$ cat src/rtl/seq_cla_subtractor.sv
// Multi-cycle two's-complement subtractor: diff = a - b - bin.
// One 4-bit carry-look-ahead slice of a + ~b + carry is evaluated per clock,
// LSB slice first, with valid/ready handshakes on both sides.
module seq_cla_subtractor #(
    parameter int WIDTH = 16
) (
    input  logic             clk,
    input  logic             rst_n,
    input  logic             in_valid,
    output logic             in_ready,
    input  logic [WIDTH-1:0] a,
    input  logic [WIDTH-1:0] b,
    input  logic             bin,
    output logic             out_valid,
    input  logic             out_ready,
    output logic [WIDTH-1:0] diff,
    output logic             bout,
    output logic             ovf,
    output logic             zero
);

    localparam int N  = WIDTH / 4;
    localparam int CW = (N > 1) ? $clog2(N) : 1;

    typedef enum logic [1:0] {
        IDLE = 2'd0,
        CALC = 2'd1,
        DONE = 2'd2
    } state_t;

    state_t            state_q, state_d;
    logic [N-1:0][3:0] a_q, a_d;
    logic [N-1:0][3:0] nb_q, nb_d;      // subtrahend is stored already inverted
    logic [N-1:0][3:0] diff_q, diff_d;
    logic              carry_q, carry_d;
    logic [CW-1:0]     cnt_q, cnt_d;
    logic              in_ready_q, in_ready_d;
    logic              out_valid_q, out_valid_d;
    logic              bout_q, bout_d;
    logic              ovf_q, ovf_d;
    logic              zero_q, zero_d;

    logic [3:0] a_s, nb_s, g, p, sum4;
    logic [4:0] c;
    logic       last_slice;

    // Current slice: 4-bit carry-look-ahead of a + ~b + carry.
    always_comb begin
        a_s  = a_q[cnt_q];
        nb_s = nb_q[cnt_q];
        g    = a_s & nb_s;
        p    = a_s ^ nb_s;
        c[0] = carry_q;
        c[1] = g[0] | (p[0] & c[0]);
        c[2] = g[1] | (p[1] & g[0]) | (p[1] & p[0] & c[0]);
        c[3] = g[2] | (p[2] & g[1]) | (p[2] & p[1] & g[0])
             | (p[2] & p[1] & p[0] & c[0]);
        c[4] = g[3] | (p[3] & g[2]) | (p[3] & p[2] & g[1])
             | (p[3] & p[2] & p[1] & g[0])
             | (p[3] & p[2] & p[1] & p[0] & c[0]);
        sum4 = p ^ c[3:0];
        last_slice = (cnt_q == CW'(N - 1));
    end

    // Next-state logic for the IDLE -> CALC -> DONE sequencer and datapath.
    always_comb begin
        state_d     = state_q;
        a_d         = a_q;
        nb_d        = nb_q;
        diff_d      = diff_q;
        carry_d     = carry_q;
        cnt_d       = cnt_q;
        in_ready_d  = in_ready_q;
        out_valid_d = out_valid_q;
        bout_d      = bout_q;
        ovf_d       = ovf_q;
        zero_d      = zero_q;
        case (state_q)
            IDLE: begin
                if (in_valid) begin
                    a_d        = a;
                    nb_d       = ~b;
                    carry_d    = ~bin;
                    cnt_d      = '0;
                    in_ready_d = 1'b0;
                    state_d    = CALC;
                end
            end
            CALC: begin
                diff_d[cnt_q] = sum4;
                carry_d       = c[4];
                cnt_d         = cnt_q + 1'b1;
                if (last_slice) begin
                    // a and b signs differ exactly when a and ~b signs match
                    bout_d      = ~c[4];
                    ovf_d       = (a_q[N-1][3] == nb_q[N-1][3]) & (sum4[3] != a_q[N-1][3]);
                    zero_d      = ~|diff_d;
                    out_valid_d = 1'b1;
                    state_d     = DONE;
                end
            end
            DONE: begin
                if (out_ready) begin
                    out_valid_d = 1'b0;
                    in_ready_d  = 1'b1;
                    state_d     = IDLE;
                end
            end
            default: begin
                out_valid_d = 1'b0;
                in_ready_d  = 1'b1;
                state_d     = IDLE;
            end
        endcase
    end

    // State and output registers; reset aborts any operation in flight.
    always_ff @(posedge clk or negedge rst_n) begin
        if (!rst_n) begin
            state_q     <= IDLE;
            a_q         <= '0;
            nb_q        <= '0;
            diff_q      <= '0;
            carry_q     <= 1'b0;
            cnt_q       <= '0;
            in_ready_q  <= 1'b1;
            out_valid_q <= 1'b0;
            bout_q      <= 1'b0;
            ovf_q       <= 1'b0;
            zero_q      <= 1'b0;
        end else begin
            state_q     <= state_d;
            a_q         <= a_d;
            nb_q        <= nb_d;
            diff_q      <= diff_d;
            carry_q     <= carry_d;
            cnt_q       <= cnt_d;
            in_ready_q  <= in_ready_d;
            out_valid_q <= out_valid_d;
            bout_q      <= bout_d;
            ovf_q       <= ovf_d;
            zero_q      <= zero_d;
        end
    end

    assign in_ready  = in_ready_q;
    assign out_valid = out_valid_q;
    assign diff      = diff_q;
    assign bout      = bout_q;
    assign ovf       = ovf_q;
    assign zero      = zero_q;

endmodule

$ cat config.mk
export PLATFORM = sky130hd
export DESIGN_NAME = seq_cla_subtractor
export DESIGN_NICKNAME = d
export VERILOG_FILES = /design/src/rtl/seq_cla_subtractor.sv
export SDC_FILE = /design/constraint.sdc
export NUM_CORES = 1
export LEC_CHECK = 0
export ABC_AREA = 1
export BUFFER_PORTS_ARGS = -buffer_cell sky130_fd_sc_hd__clkbuf_2
export CORE_MARGIN = 2
export CORE_UTILIZATION = 25
export CTS_CLUSTER_DIAMETER = 40
export CTS_CLUSTER_SIZE = 14
export DETAILED_ROUTE_END_ITERATION = 10
export PLACE_DENSITY = 0.51
export REMOVE_ABC_BUFFERS = 1
export SYNTH_ARGS = -nofsm -noshare
export SYNTH_HDL_FRONTEND = slang
export SYNTH_SLANG_ARGS = --single-unit
export TNS_END_PERCENT = 100
$ cat constraint.sdc
create_clock -name clk -period 2.7 [get_ports clk]
set_input_delay 0.81 -clock clk [delete_from_list [all_inputs] [get_ports clk]]
set_output_delay 0.81 -clock clk [all_outputs]
set_load 0.01 [all_outputs]
After elaboration in Yosys (flattened, before gate mapping)
Cells that the tools add are included.
{"block": "word_totals", "register_bits": 58, "inputBits": 37, "wordCells": 98}
{"block": "classes", "n_eq_ne": 8, "mux": 21, "add_sub_neg": 1, "n_reduce_logical": 11, "bitwise": 35, "order_cmp": 2}
{"op": "bitwise AND 1 bit", "n": 17}
{"op": "binary-select mux 4 bit (select 2 bit)", "n": 2}
{"op": "bitwise mux 16 bit", "n": 1}
{"op": "inverter 16 bit", "n": 1}
{"op": "OR reduction 16 bit", "n": 1}
{"op": "two-way mux 4 bit", "n": 3}
{"op": "OR 1 bit", "n": 10}
{"op": "AND reduction 3 bit", "n": 3}
{"op": "demux 4 bit (select 2 bit)", "n": 1}
{"op": "two-way mux 2 bit", "n": 4}
{"op": "XOR 4 bit", "n": 2}
{"op": "inequality test 2 bit (second input constant)", "n": 3}
{"op": "one-hot mux 1 bit (3 select lines)", "n": 2}
{"op": "one-hot mux 2 bit (3 select lines)", "n": 1}
{"op": "AND reduction 2 bit", "n": 3}
{"op": "two-way mux 1 bit", "n": 5}
{"op": "bitwise AND 4 bit", "n": 1}
{"op": "equality test 2 bit (second input constant)", "n": 2}
{"op": "inverter 1 bit", "n": 4}
{"op": "one-hot mux 2 bit (2 select lines)", "n": 1}
{"op": "less-than comparator 2 x 3 -> 1 bit (second input constant)", "n": 1}
{"op": "adder 2 x 1 -> 2 bit (second input constant)", "n": 1}
{"op": "equality test 2 x 1 -> 1 bit (second input constant)", "n": 1}
{"op": "greater-or-equal comparator 2 x 1 -> 1 bit (second input constant)", "n": 1}
{"op": "7 further kinds", "n": 7}

Longest topological paths before layout
{"block": "depth", "ltp_word": 11, "ltp_mapped": 16, "ltp_nobuf": 15}

Worst setup path after synthesis
No wires, ideal clock.
{"block": "synth_path", "path_type": "register to register", "from": "register cnt_q[0]", "to": "register zero_q, in the netlist zero", "stages_incl_launch_ff": 15, "path_slack_ns": 0.417, "setup_time_ns": 0.065, "synth_period_minus_slack_ns": 2.283, "t_arrival_ns": 2.218, "required_time_ns": 2.635, "cell_sequence": "dfrtp_1 -> buf_2 -> inv_1 -> nand2_1 -> a32oi_1 -> inv_1 -> fa_1 -> nand2_1 -> o21ai_0 -> nand3_2 -> nor2_1 -> nand3_1 -> nor2_1 -> nand3_1 -> nand2_1"}
{"block": "synth_between", "elab_chain_len": 11, "elab_cells_between_ends": 32}
{"element": "start, declared", "line_no": "36", "text": "logic [CW-1:0] cnt_q, cnt_d;"}
{"element": "start signal, assigned", "line_no": "137", "text": "cnt_q <= cnt_d;"}
{"element": "binary-select mux 4 bit (select 2 bit), on equally long branches", "line_no": "49, 50"}
{"element": "two-way mux 4 bit, on equally long branches", "line_no": "49, 50"}
{"element": "XOR 4 bit or bitwise AND 4 bit (tied branches)", "line_no": "52, 51"}
{"element": "bitwise AND 1 bit, on equally long branches", "line_no": "56, 57"}
{"element": "OR 1 bit (tied with other cells)", "line_no": "56", "text": "c[3] = g[2] | (p[2] & g[1]) | (p[2] & p[1] & g[0])"}
{"element": "OR 1 bit or bitwise AND 1 bit (tied branches)", "line_no": "56, 57"}
{"element": "OR 1 bit", "line_no": "57", "text": "| (p[2] & p[1] & p[0] & c[0]);"}
{"element": "XOR 4 bit", "line_no": "61", "text": "sum4 = p ^ c[3:0];"}
{"element": "bitwise mux 16 bit", "line_no": "90", "text": "diff_d[cnt_q] = sum4;"}
{"element": "OR reduction 16 bit", "line_no": "97", "text": "zero_d = ~|diff_d;"}
{"element": "zero test 1 bit", "line_no": "97"}
{"element": "end signal, assigned", "line_no": "142", "text": "zero_q <= zero_d;"}
{"element": "end, declared", "line_no": "41", "text": "logic zero_q, zero_d;"}
Parallel ways exist; a longest one is shown, timed or not. The select of a mux whose other input is x is not followed.
A chain may end at the register's enable or synchronous reset.

Final worst setup path
{"block": "layout_path", "from": "register cnt_q[1]", "to": "register zero_q, in the netlist zero"}
The elaborated chain is that of the path after synthesis.

==> impl_metrics.toml <==
[routing]
drt-initial-drc-count = 125
drcViolationCount = 0
drtPass1Iterations = 4
vias = 2506
antenna_violating_nets_post_route = 0
average_vias_per_placed_instance = 4.44
drt-total-wl_mm = 7.27
detail_route.wl_per_cell_um = 12.9

[yosys]
ys_seq_elements = 58
post_synth_num_cell_types = 28
post_synth_inst_count = 354
synth_area_leaders = "sky130_fd_sc_hd__dfrtp_1 (50%), sky130_fd_sc_hd__nand2_1 (16%), sky130_fd_sc_hd__o21ai_0 (8.6%)"
synthesized_area_divided_by_synthesized_cell_count_um2 = 8.08
yosysSeqAreaShare = 0.508
yosysTopAreaCellShare = 0.498
yosysTopAreaCell = "sky130_fd_sc_hd__dfrtp_1"
post_synth_instance_area_um2 = 2860
yosys_warnings = 0

[timing]
grt_setup_unrepaired = "no"
timing.final.max_slew_violations = 0
final.setup.tns_ps = 0
finalSetupViolCount = 0
final_min_period_over_clock_period = 0.904
max-slew-margin-rel = 0.680
clock_skew_ps = 6.78
max_clock_freq_mhz = 410
hold_viol = 0
tightestPinTransition_ps = 480
finalWorstPathRequiredPeriod_ps = 2440

[clock_network]
clockRootBuffer = "sky130_fd_sc_hd__clkbuf_16"
clk_pin_slew_ps = 50
cts_htree_levels = 3
clk-insertion-delay-late_ps = 330
tritoncts_clock_tree = "built"
numClockSinks = 58
cts.repair.resized = 0
cts_max_path_buffers = 2
cts_setup_buffers = 0
cts_inserted_buffers = 9
cts-hold-fix-buffers = 0

[critical_path]
timing_worst_setup_path_type = "reg -> reg"
critical_path_required_ps = 2970
crit_slowest_cell = "sky130_fd_sc_hd__fa_1"
rrSetupSlack_ps = 260
cp_slowest_stage_delay_ps = 570
crit_path_max_fanout = 9
r2r_end = "zero"
worst_path_cell_chain = "inv_1 > a21oi_1 > a32oi_1 > inv_1 > fa_1 > nand2_1 > o21ai_0 > nand3_2 > nor2_1 > nand3_1 > nor2_1 > nand3_1 > nand2_1"
endpoint_kind = "flop"
rr_worst_depth = 13
startpoint_type = "flop"
critical_path_arrival_ps = 2710
worstReg2RegStart = "cnt_q[1]"

[pwr]
clock_power_share = 0.230
power.sequential.fraction = 0.278
switchingPower_w = 0.00250
power_w = 0.00570
sw_frac_of_total = 0.438
worst_ir_drop_vdd_mv = 0.523
combinationalPowerShare = 0.493
power_per_cell_area_nw_per_um2 = 1550
static-leakage-power_nw = 1.86
power.internal_w = 0.00321

[hold_path]
timing.hold.worst.class = "in -> async"

[cells_and_area]
final-seq-area_um2 = 1450
n_fill_cell = 1214
post_route_insts_no_fill = 564
synthToLayoutAreaGrowth_pct = 28.6
multiInputGateArea_um2 = 1280
antennaDiodeCount = 0
most-common-layout-cells = "sky130_fd_sc_hd__nand2_1 (124), sky130_fd_sc_hd__dfrtp_1 (57), sky130_fd_sc_hd__clkbuf_2 (57)"
net_count_reported_at_finish = 463
most_common_library_cell_in_the_layout_ignoring_fill_and_taps = "sky130_fd_sc_hd__nand2_1"
share_of_layout_cells_above_drive_strength_1 = 0.226

[global_route]
grt_first_pass_wirelength_mm = 12.4
globalRouteTotalUtil = 0.128
initial_antenna_violation_count = 0
grt_pass1_vias = 2468
globalRoute.totalOverflow = 0
pin_count_of_the_biggest_net_entering_global_routing = 52

[flow_run]
maxCapViolCount = 0

[floorplan]
die_w_um = 111
die-height_um = 111
fp.coreArea_um2 = 11300
pin_count = 58
core.rowCount = 39
start_util = 0.254
die_area_um2 = 12300

[placement]
place_inst = 548
io_buffer_count = 57
place_hpwl_mm = 5.33
finalWeightedCongestion = 0.813

[run_status]
result_of_the_run = "finished, final reports clean"
cell families after synthesis:
logic type	after synthesis	share of synthesized area
adder cells (fa/ha/maj)	10	0.0463
AO/OA/AOI/OAI	69	0.132
flip-flops	58	0.508
AND/OR/NAND/NOR	183	0.267
buffers and inverters	34	0.0472
cells in the mapped netlist:
cell / instances
sky130_fd_sc_hd__nand2_1: 124
sky130_fd_sc_hd__dfrtp_1: 57
sky130_fd_sc_hd__o21ai_0: 49
sky130_fd_sc_hd__nand3_1: 23
sky130_fd_sc_hd__nor2_1: 22
sky130_fd_sc_hd__inv_1: 19
sky130_fd_sc_hd__ha_1: 9
sky130_fd_sc_hd__buf_2: 6
sky130_fd_sc_hd__clkbuf_1: 6
sky130_fd_sc_hd__o22ai_1: 6
sky130_fd_sc_hd__a21oi_1: 4
sky130_fd_sc_hd__inv_2: 3
sky130_fd_sc_hd__nand2_2: 3
sky130_fd_sc_hd__or2_1: 3
sky130_fd_sc_hd__or2_2: 3
sky130_fd_sc_hd__a31oi_1: 2
sky130_fd_sc_hd__a32oi_1: 2
sky130_fd_sc_hd__nand3_2: 2
sky130_fd_sc_hd__o21a_1: 2
sky130_fd_sc_hd__dfstp_2: 1
sky130_fd_sc_hd__fa_1: 1
sky130_fd_sc_hd__nor2_2: 1
sky130_fd_sc_hd__nor2_4: 1
sky130_fd_sc_hd__o21ai_1: 1
sky130_fd_sc_hd__o21ai_2: 1
sky130_fd_sc_hd__o221ai_1: 1
sky130_fd_sc_hd__o31ai_1: 1
sky130_fd_sc_hd__or2_0: 1
worst max path at each step:
stage          startpoint    to
2_1_floorplan    cnt_q[0]  zero
3_3_place_gp     cnt_q[1]  zero
3_5_place_dp     cnt_q[1]  zero
4_1_cts          cnt_q[1]  zero
5_1_grt          cnt_q[1]  zero
6_report         cnt_q[1]  zero
power groups by stage:
| stage | registers (W) | clock network (W) | logic [W] |
|---|---|---|---|
| finish | 0.00158 | 0.00131 | 0.00281 |
| global route | 0.00165 | 0.00137 | 0.00328 |
| CTS | 0.00159 | 0.00133 | 0.00283 |
| detailed placement | 0.00160 | 0 | 0.00281 |
| floorplan | 0.00160 | 0 | 0.00196 |
| global placement | 0.00160 | 0 | 0.00277 |
metrics by stage:
stage	hold slack (ps)	instance area, um^2	utilization	setup slack (ps)
after CTS	381	3670	0.326	230
after floorplan	444	2810	-	194
after global placement	452	3330	0.295	363
final	375	3680	0.327	260
after detailed placement	454	3330	0.295	250
after global routing	390	3680	0.327	23.9
per-layer routing:
metal,vias up,global-route usage,routed length (um),part of all wire
met5,-,0,0,0
met4,0,0.0600,138,0.019
met3,9,0.0328,344,0.047
met2,60,0.187,3140,0.43
met1,1151,0.176,3650,0.50
li1,1286,-,-,-
flip-flops by register name, indices dropped and copies added (netlist names):
name	count
ovf	1
zero	1
diff	16
carry_q	1
out_valid	1
state_q	2
a_q	16
bout	1
nb_q	16
cnt_q	2
in_ready	1
worst max-delay path, delay by kind of cell, from the launching register on:
kind / cells / cell delay, ps
compound gates: 3 / 450
buf+inv: 2 / 270
flops: 1 / 470
simple gates: 7 / 610
fa+ha+maj: 1 / 570
final cells by class:
cell class,count,area share
clock inverter,7,0.0320
clock buffer,9,0.0612
multi-input combinational,262,0.348
timing repair buffer,63,0.0931
inverter,22,0.0224
tap,143,0.0486
sequential,58,0.395
Power figures use the tool's default switching activity.
